### src/rtl/q_accum.sv
// rtl/q_accum.sv - saturating sign-magnitude Q-format frame accumulator
// Optional feature macro: Q_ACCUM_AVG_EN (rounded right-shift of the frame total by AVG_SHIFT)
module q_accum #(
  parameter int Q         = 15,
  parameter int N         = 32,
  parameter int LEN_W     = 8,
  parameter int AVG_SHIFT = 3
) (
  input  logic             clk,
  input  logic             rst_n,
  input  logic             in_valid,
  output logic             in_ready,
  input  logic [N-1:0]     in_data,
  input  logic [LEN_W-1:0] len,
  output logic             out_valid,
  input  logic             out_ready,
  output logic [N-1:0]     out_data,
  output logic             out_ovf
);

  typedef enum logic [1:0] {S_IDLE, S_ACC, S_OUT} state_t;

  // Largest representable magnitude and its negation, in the N+1 bit accumulator domain
  localparam logic signed [N:0] MAX_P = {2'b00, {(N-1){1'b1}}};
  localparam logic signed [N:0] MIN_N = {2'b11, {(N-2){1'b0}}, 1'b1};

  state_t            state;
  logic signed [N:0] acc;
  logic [LEN_W-1:0]  remaining;
  logic              ovf;
  logic              armed;

  logic signed [N:0] smag;
  logic signed [N:0] sample_tc;
  logic signed [N:0] base;
  logic signed [N:0] sum;
  logic signed [N:0] acc_next;
  logic              sat;
  logic              take;
  logic              last;
  logic              neg;
  logic [N-2:0]      mag_lo;
  logic [N-2:0]      mag;
  logic [N-2:0]      rmag;
  logic [N-1:0]      out_word;
`ifdef Q_ACCUM_AVG_EN
  logic [N-1:0]      rnd;
`endif

  // armed keeps in_ready low until the first edge after reset release
  assign in_ready = armed && (state != S_OUT);
  assign take     = in_valid && in_ready;

  // Datapath: convert sample, add with saturation, and pre-format the would-be frame result
  always_comb begin
    smag      = {2'b00, in_data[N-2:0]};
    sample_tc = in_data[N-1] ? -smag : smag;
    base      = (state == S_IDLE) ? '0 : acc;
    sum       = base + sample_tc;
    sat       = 1'b0;
    acc_next  = sum;
    if (sum > MAX_P) begin
      acc_next = MAX_P;
      sat      = 1'b1;
    end else if (sum < MIN_N) begin
      acc_next = MIN_N;
      sat      = 1'b1;
    end
    last   = (state == S_IDLE) ? (len <= LEN_W'(1)) : (remaining == LEN_W'(1));
    neg    = acc_next[N];
    mag_lo = acc_next[N-2:0];
    mag    = neg ? (~mag_lo + (N-1)'(1)) : mag_lo;
`ifdef Q_ACCUM_AVG_EN
    rnd  = {1'b0, mag} + (N'(1) << (AVG_SHIFT - 1));
    rmag = (N-1)'(rnd >> AVG_SHIFT);
`else
    rmag = mag;
`endif
    // A zero magnitude is always emitted with a positive sign
    out_word = {neg && (rmag != '0), rmag};
  end

  // Frame FSM with registered result port
  always_ff @(posedge clk or negedge rst_n) begin
    if (!rst_n) begin
      state     <= S_IDLE;
      acc       <= '0;
      remaining <= '0;
      ovf       <= 1'b0;
      armed     <= 1'b0;
      out_valid <= 1'b0;
      out_data  <= '0;
      out_ovf   <= 1'b0;
    end else begin
      armed <= 1'b1;
      case (state)
        S_IDLE: begin
          if (take) begin
            acc       <= acc_next;
            ovf       <= 1'b0;
            remaining <= (len == '0) ? '0 : len - LEN_W'(1);
            if (last) begin
              state     <= S_OUT;
              out_valid <= 1'b1;
              out_data  <= out_word;
              out_ovf   <= 1'b0;
            end else begin
              state <= S_ACC;
            end
          end
        end
        S_ACC: begin
          if (take) begin
            acc       <= acc_next;
            ovf       <= ovf | sat;
            remaining <= remaining - LEN_W'(1);
            if (last) begin
              state     <= S_OUT;
              out_valid <= 1'b1;
              out_data  <= out_word;
              out_ovf   <= ovf | sat;
            end
          end
        end
        S_OUT: begin
          if (out_ready) begin
            state     <= S_IDLE;
            out_valid <= 1'b0;
          end
        end
        default: state <= S_IDLE;
      endcase
    end
  end

endmodule

### config.mk
export PLATFORM = sky130hd
export DESIGN_NAME = q_accum
export DESIGN_NICKNAME = d
export VERILOG_FILES = /design/src/rtl/q_accum.sv
export SDC_FILE = /design/constraint.sdc
export NUM_CORES = 1
export LEC_CHECK = 0
export CAP_MARGIN = 20
export CORE_ASPECT_RATIO = 1.25
export CORE_MARGIN = 3
export CORE_UTILIZATION = 59
export CTS_CLUSTER_SIZE = 30
export DETAILED_ROUTE_END_ITERATION = 10
export MAX_ROUTING_LAYER = met4
export PLACE_DENSITY = 0.83
export SLEW_MARGIN = 20
export SYNTH_ARGS = -nofsm -noshare
export SYNTH_HDL_FRONTEND = slang
export SYNTH_SLANG_ARGS = --single-unit
### constraint.sdc
create_clock -name clk -period 8.22 [get_ports clk]
set_input_delay 0.822 -clock clk [delete_from_list [all_inputs] [get_ports clk]]
set_output_delay 0.822 -clock clk [all_outputs]
set_load 0.02 [all_outputs]
---- Word-level counts from Yosys, hierarchy flattened ----
Cells that the tools add are included.
cells by class
  add/sub/neg operators ................... 5
  magnitude comparators ................... 3
  equal/unequal tests ..................... 11
  multiplexer cells ....................... 30
  bitwise operators ....................... 2
  reductions and logical operators ........ 15
operator list
  cell                   number
  $mux 33                4
  $add 33x33->33         1
  $gt 33x32->1 const B   1
  $lt 33x32->1 const B   1
  $neg 31->33            1
  $add 31x1->31 const B  1
  $mux 31                1
  $not 31->31            1
  $reduce_bool 31->1     1
  $mux 8                 3
  $pmux 8 s2             1
  $sub 8x1->8 const B    2
  $mux 1                 12
  $ne 2x2->1 const B     6
  $mux 2                 5
  $eq 8x1->1 const B     1
  $le 8x1->1 const B     1
  $logic_not 8->1        1
  $reduce_and 4->1       2
  $pmux 1 s2             3
  $pmux 2 s3             1
  $reduce_and 3->1       2
  $reduce_and 5->1       1
  $ne 2x1->1 const B     2
  other kinds (8)        11
word-level totals
  bits in registers ....................... 79
  bits of input ports ..................... 44
  output and inout bits ................... 35

---- Longest topological paths before layout ----
Gate-level depths: netlist of run 1.
  word-level depth ........................ 11
  mapped depth ............................ 36
  gate-level depth less buffers ........... 33

---- Worst setup path before layout of run 1 ----
Ideal clock, no wire load.
  kind .................................... input port to flip-flop
  start ................................... in in_data[3]
  end ..................................... reg out_data[31]
  setup time .............................. 0.132 ns
  arrival ................................. 8.266 ns
  data required time ...................... 8.088 ns
  slack ................................... -0.178 ns
  stages .................................. 35
  buffers on the path ..................... 3
  cells stage by stage .................... nor3_1 -> nand3_1 -> or2_2 -> or4_1 -> nand2b_1 -> nand2b_1 -> o41ai_1 -> xnor2_1 -> ha_1 -> clkbuf_1 -> a21o_1 -> nor3_1 -> o21ai_0 -> a22o_1 -> a31oi_1 -> o21ai_0 -> a21o_1 -> a21oi_1 -> xnor2_1 -> o41ai_1 -> ha_1 -> clkbuf_1 -> clkbuf_1 -> nor3_1 -> ha_1 -> nand2_1 -> nor4b_1 -> a21boi_2 -> nand3_1 -> o31ai_1 -> mux2i_1 -> o211ai_1 -> nor4_1 -> and4_1 -> a31oi_1
on the way
  cells in the longest elaborated chain, start to end .. 11
RTL lines
  item                   RTL line  RTL
  start, declared        13        input logic [N-1:0] in_data,
  $neg 31->33            57        sample_tc = in_data[N-1] ? -smag : smag;
  $mux 33 (*)            57
  $add 33x33->33 (*)     59        sum = base + sample_tc;
  $lt 33x32->1           65        end else if (sum < MIN_N) begin
  $mux 33                65
  $mux 33 (*)            62        if (sum > MAX_P) begin
  $not 31->31            72        mag = neg ? (~mag_lo + (N-1)'(1)) : mag_lo;
  $add 31x1->31          72
  $mux 31                72
  $reduce_bool 31->1     80        out_word = {neg && (rmag != '0), rmag};
  $logic_and 1x1->1 (*)  80
  end signal, assigned   105       out_data <= out_word;
  end signal, assigned   120       out_data <= out_word;
  end, declared          17        output logic [N-1:0] out_data,
Every way passes the cells marked *; elsewhere a longest branch is shown, timed or not.
A chain may end at the register's enable or synchronous reset.

---- Worst setup path in the final report of run 1 ----
  start ................................... in in_data[2]
  end ..................................... reg out_data[31]
Same word-level chain as after synthesis.

==> results.md, run 1 <==
- Core region area: about 12000 sq um
- Post-route clock period utilization: between 90% and 100%
- Vias per cell: between 6 and 7
- Slowest cell on the critical path: or4_4
- Reg area: 1980 sq um
- Number of nets in the layout: 1254
- Ratio of cells with drive above 1 in the final layout: about a fifth
- Predominant post-synthesis flop cell: dfrtp_1
- Total Routing Usage GR: between 30% and 40%
- Post-DP HPWL: ~17 mm
- Drt first pass iters: 6
- Biggest cell delay along the critical path: roughly 0.5 ns
- Fin crit period: 7.97 ns
- Post-synthesis async set-or-reset flop share: between 90% and 100%
- Worst Path Buf+Inv: 6
- WL met3: 1.98 mm
- Area growth from synthesis to layout: 32.9%
- Post-synth top cells: 122 x nor2_1, 96 x nand2_1, 79 x dfrtp_1, 78 x a21oi_1, 64 x xnor2_1
- Clk_lat worst skew: 0.35 ns
- Delay-heaviest family, CP: simple AND/OR/NAND/NOR gates
- Yosys warnings: 0
- Avg Inst Size Synth: 7.71 sq um
- Final Max Slew Viols: 0
- Worst-margin pin slew: around 1 ns
- Crit path depth: 36
- RD Place Congestion: 0.984
- Largest net degree at the start of global routing: 80
- Most frequent CP cell: buf_4
- Worst R2R Start: state[1]
- Layout Skew: ~0.01 ns
- Endpoints failing hold: 0
- FF+latch count, synth: 79
- Seq/Total Area, Yosys: about a quarter
- Worst Hold Class: reg -> reg
- Synth Cell Area: ~7500 sq um
- CTS tree: yes
- Worst reg2reg path endpoint: out_data[31]
- Max_slew headroom: 33.6%
- Number of enable flip-flop cells after synthesis: 0
- CTS Buffer Depth: 2
- IO buf count: 78
- Post-route DRC: 0
- Synth Instances: approximately 1000
- Yosys top cell area share: between 20% and 30%
- Clock-pin slew on the worst setup and hold paths: roughly 0.070 ns
- Fillers: 824
- Dpl cells: 1316
- Maxcap violations: 0
- Setup crit end: out_data[31]
- Initial antenna violation count: 0
- Ant diodes: 0
- Die area: ~14000 sq um
- Setup violations, final: 0
- Hold Path Depth: 2
- Fmax: about 0.13 GHz
- Routed len/inst: 18.4 um
- Final ANT Viol Nets: 0
- TritonCTS Buffers: 9
- CP Capture Type: register
- Chip Width: around 110 um
- Final hold slack: about 0.47 ns
- Data arrival time of the worst path: 8.19 ns
- Register-to-register setup slack: ~1.1 ns
- Site Rows: 45
- Sink Count: about 80
- Vias in the first global route: just over 8000
- Multi-input gate area: between 5000 and 6000 sq um
- Critical Path RT: 8.44 ns
- Met2 Wirelength: about 12 mm
- Status: complete, no violations
- GRT overflow: 0
- Startpoint Class: primary input
- Worst Path Max Fanout: 19
- CP Class: in -> reg
- Routed length on met1: around 9.9 mm
- I/O pin count: 79
- Most numerous cell in the Yosys netlist: nor2_1
- Distinct cells, synth: 86
- Dominant cell type by area after synthesis: dfrtp_1
- Worst r2r path cells: 30
- Crit path launch: in_data[2]
- Finished Layout Cells: approximately 1300
- H-tree Lvls: 3
- Drt total wl: between 20 and 25 mm
- Hold Buf Count CTS: 0
- Die H: around 130 um
- Root buf cell: clkbuf_16
- Detailed Route Iter0 Violations: between 900 and 1000
- Global-route wire length before repair: around 39 mm
- Via count: around 8500
- Syn_nets: roughly 1100
- Initial Utilization: approximately three fifths
- DR top layer: met4
- Area contributors post-synth: dfrtp_1 26%, xnor2_1 7.5%, ha_1 6.7%
kinds of logic after synthesis:
group	count (synthesis)	share of synthesized area [%]
other cells	1	0.0499
mux	8	1.10
fa+ha+maj	41	6.93
buf+inv	74	4.65
simple gates	389	25.1
flops	79	26.3
xor+xnor	89	10.4
compound gates	293	25.5
worst min path at each step:
stage            start  endpoint  slack [ns]
6_report       acc[28]   acc[28]        0.47
5_1_grt        acc[12]   acc[12]        0.50
4_1_cts        acc[12]   acc[12]        0.47
3_5_place_dp   acc[28]   acc[28]        0.45
3_3_place_gp   acc[12]   acc[12]        0.45
2_1_floorplan  acc[12]   acc[12]        0.43
placed cells by master, fill, tap and decap left out, types with 5 or more instances in the layout:
| cell | synthesis | layout |
|---|---|---|
| nor3_2 | 1 | 5 |
| o21a_1 | 10 | 10 |
| inv_1 | 22 | 22 |
| a31oi_1 | 42 | 41 |
| mux2i_1 | 6 | 6 |
| o22a_1 | 6 | 6 |
| o21ai_0 | 61 | 57 |
| a21o_1 | 8 | 8 |
| nand2b_1 | 11 | 9 |
| o21ai_1 | 3 | 7 |
| nor2b_1 | 36 | 36 |
| nand3_1 | 28 | 26 |
| nor2_1 | 122 | 118 |
| a22oi_1 | 5 | 5 |
| nand4_1 | 12 | 12 |
| dfrtp_1 | 79 | 79 |
| xnor2_1 | 64 | 63 |
| o211ai_1 | 8 | 8 |
| nand2_1 | 96 | 94 |
| clkdlybuf4s50_1 | 0 | 77 |
| nor3_1 | 28 | 23 |
| a21oi_1 | 78 | 76 |
| and2_1 | 8 | 8 |
| clkbuf_16 | 0 | 9 |
| xor2_1 | 25 | 25 |
| ha_1 | 40 | 38 |
| buf_4 | 1 | 157 |
| o31ai_1 | 17 | 15 |
| nor4_1 | 8 | 5 |
registers in the layout, indices dropped and copies added, names as in the netlist:
signal,cells
acc,33
out_data,32
remaining,8
state,2
armed,1
out_ovf,1
out_valid,1
ovf,1
final cells by class:
cell class | instances | share of cell area [%]
clock inverter | 6 | 1.33
inverter | 24 | 0.902
multi-input combinational | 821 | 54.1
tap | 164 | 2.06
sequential | 79 | 19.8
clock buffer | 10 | 2.29
timing repair buffer | 234 | 19.5
layer usage:
layer / track usage (%) / up-vias
met5: - / -
met1: 42.9 / 3992
met3: 4.56 / 105
met4: 13.9 / 0
li1: - / 3938
met2: 56.0 / 481
per-stage QoR:
step           setup TNS, ns  area (sq um)  utilization (%)  setup slack [ns]
2_1_floorplan              0          7520                -            0.0230
3_3_place_gp          -0.146          9390             76.5            -0.146
3_5_place_dp           -1.33          9390             76.5            -0.517
4_1_cts                    0          9790             79.7            0.0387
5_1_grt               -0.196          9980             81.3            -0.142
6_report                   0          9980             81.3             0.249
tightest hold or removal path, stage by stage, from the launching register on:
cell     delay [ns]
dfrtp_1        0.35
nand2_1        0.05
nand2_1        0.05
timing repair:
action	CTS	global route
resized for setup	7	32
pin swaps	1	21
setup buffers	0	6
endpoints found under the setup margin	2	10
Power of run 1 is not shown: default switching activity piles up to over one toggle a cycle in this logic, so the estimate is an artifact.
==> run 2: changes to the inputs <==
- MAX_ROUTING_LAYER: met4 -> default
==> results.md, run 2 (synthesis results as in run 1) <==
- Clock-pin slew on the worst setup and hold paths: 0.06 ns (about the same)
- Hold Path Depth: 2 (unchanged)
- Initial Utilization: 61.2% (unchanged)
- Drt total wl: 24.3 mm (-1.1%)
- Worst r2r path cells: 29 (-3.3%)
- Largest net degree at the start of global routing: 80 (unchanged)
- Most frequent CP cell: buf_4
- DR top layer: met4
- Vias in the first global route: 7959 (-2.7%)
- RD Place Congestion: 0.963 (-2.2%)
- Die area: 14100 sq um (unchanged)
- Met2 Wirelength: 11.7 mm (-0.71%)
- WL met3: 1.82 mm (-8.1%)
- Layout Skew: 0.00985 ns (-0.000361 ns)
- Data arrival time of the worst path: 8.25 ns (+0.06 ns)
- Core region area: 12300 sq um (unchanged)
- Die H: 132 um (unchanged)
- Fin crit period: 8.04 ns (+0.0717 ns)
- Via count: 8465 (-0.60%)
- TritonCTS Buffers: 9 (unchanged)
- Setup violations, final: 0 (unchanged)
- Routed len/inst: 18.2 um (-0.98%)
- Site Rows: 45 (unchanged)
- Post-route DRC: 0 (unchanged)
- Vias per cell: 6.34 (-0.45%)
- Status: complete, no violations
- Clk_lat worst skew: 0.34 ns (about the same)
- Ratio of cells with drive above 1 in the final layout: 19.0% (-0.73 points)
- Fmax: 0.124 GHz (-0.89%)
- Initial antenna violation count: 0 (unchanged)
- H-tree Lvls: 3 (unchanged)
- Area growth from synthesis to layout: 32.0%
- Slowest cell on the critical path: or4_4
- Worst Hold Class: reg -> reg
- CTS Buffer Depth: 2 (unchanged)
- Largest registers: acc (33), out_data (32), remaining (8)
- Post-DP HPWL: 17.3 mm (-0.37%)
- Chip Width: 107 um (unchanged)
- Post-route clock period utilization: 97.8% (+0.87 points)
- Final Max Slew Viols: 0 (unchanged)
- Ant diodes: 0 (unchanged)
- I/O pin count: 79 (unchanged)
- Detailed Route Iter0 Violations: 930 (-2.3%)
- Max reg flops: 33 (unchanged)
- Endpoints failing hold: 0 (unchanged)
- Root buf cell: clkbuf_16
- GRT overflow: 0 (unchanged)
- IO buf count: 78 (unchanged)
- Core Util, Final: 80.8% (-0.58 points)
- Biggest cell delay along the critical path: 0.50 ns (about the same)
- Global-route wire length before repair: 38.0 mm (-1.6%)
- Sink Count: 79 (unchanged)
- CP Capture Type: register
- Worst-margin pin slew: 1.07 ns (+0.0758 ns)
- CTS tree: yes
- Final ANT Viol Nets: 0 (unchanged)
- Critical Path RT: 8.42 ns (-0.02 ns)
- Commonest cells after routing, fill and taps aside: 155 x buf_4, 119 x nor2_1, 96 x nand2_1
- Maxcap violations: 0 (unchanged)
- Commonest non-fill, non-tap cell in the layout: buf_4
- Startpoint Class: primary input
- Worst Path Max Fanout: 5 (-14)
- Routed length on met1: 9.94 mm (+0.78%)
- Max_slew headroom: 28.3% (-5.2 points)
- Setup TNS: 0 ns (unchanged)
- Number of nets in the layout: 1252 (-0.16%)
- Total Routing Usage GR: 32.6% (-1.7 points)
- CP Class: in -> reg
- Drt first pass iters: 8 (+2)
- Largest reg by FF count: acc
## run 2: per-stage QoR
stage | hold slack [ns] | cell area [sq um] | worst slack (ns) | cells
floorplan | 0.431 | 7520 | 0.0230 | 974
global placement | 0.447 | 9380 | -0.142 | 1315
detailed placement | 0.455 | 9380 | -0.457 | 1315
CTS | 0.469 | 9730 | 0.0403 | 1331
global route | 0.495 | 9910 | -0.182 | 1336
finish | 0.468 | 9910 | 0.177 | 1336
## run 2: worst paths after layout
path,from,end,slack [ns]
max,in_data[3],out_data[31],0.18
min,acc[28],acc[28],0.47
max reg2reg,state[1],out_data[31],1.16
min reg2reg,acc[28],acc[28],0.47
max in group asynchronous,rst_n,acc[20],6.94
min in group asynchronous,rst_n,remaining[3],0.64
## run 2: what timing repair did
item,in CTS,in global routing
resized for setup,6,24
pin swaps,0,17
hold buffers,0,0
buffers inserted,0,5
setup endpoints to repair,1,10
## run 2: layout make-up
type	instances	area, sq um
clock buffer	9	225
clock inverter	7	97.6
fill	791	2360
inverter	24	90.1
multi-input combinational	821	5380
sequential	79	1980
tap	164	205
timing repair buffer	232	1940
## run 2: critical path, delay by kind of cell
family | cells | cell delay [ns]
AOI/OAI and AO/OA | 10 | 2.15
xor gates and xnor gates | 2 | 0.25
adders and majority gates | 3 | 0.68
buffers and inverters | 4 | 0.94
muxes | 1 | 0.32
and+or+nand+nor | 15 | 3.06
## run 2: per-layer routing
metal | global-route usage (%) | up-vias
li1 | - | 3922
met5 | 0 | -
met4 | 12.9 | 0
met1 | 44.0 | 3938
met3 | 2.99 | 93
met2 | 53.9 | 512
Power of run 2 is left out for the same reason.
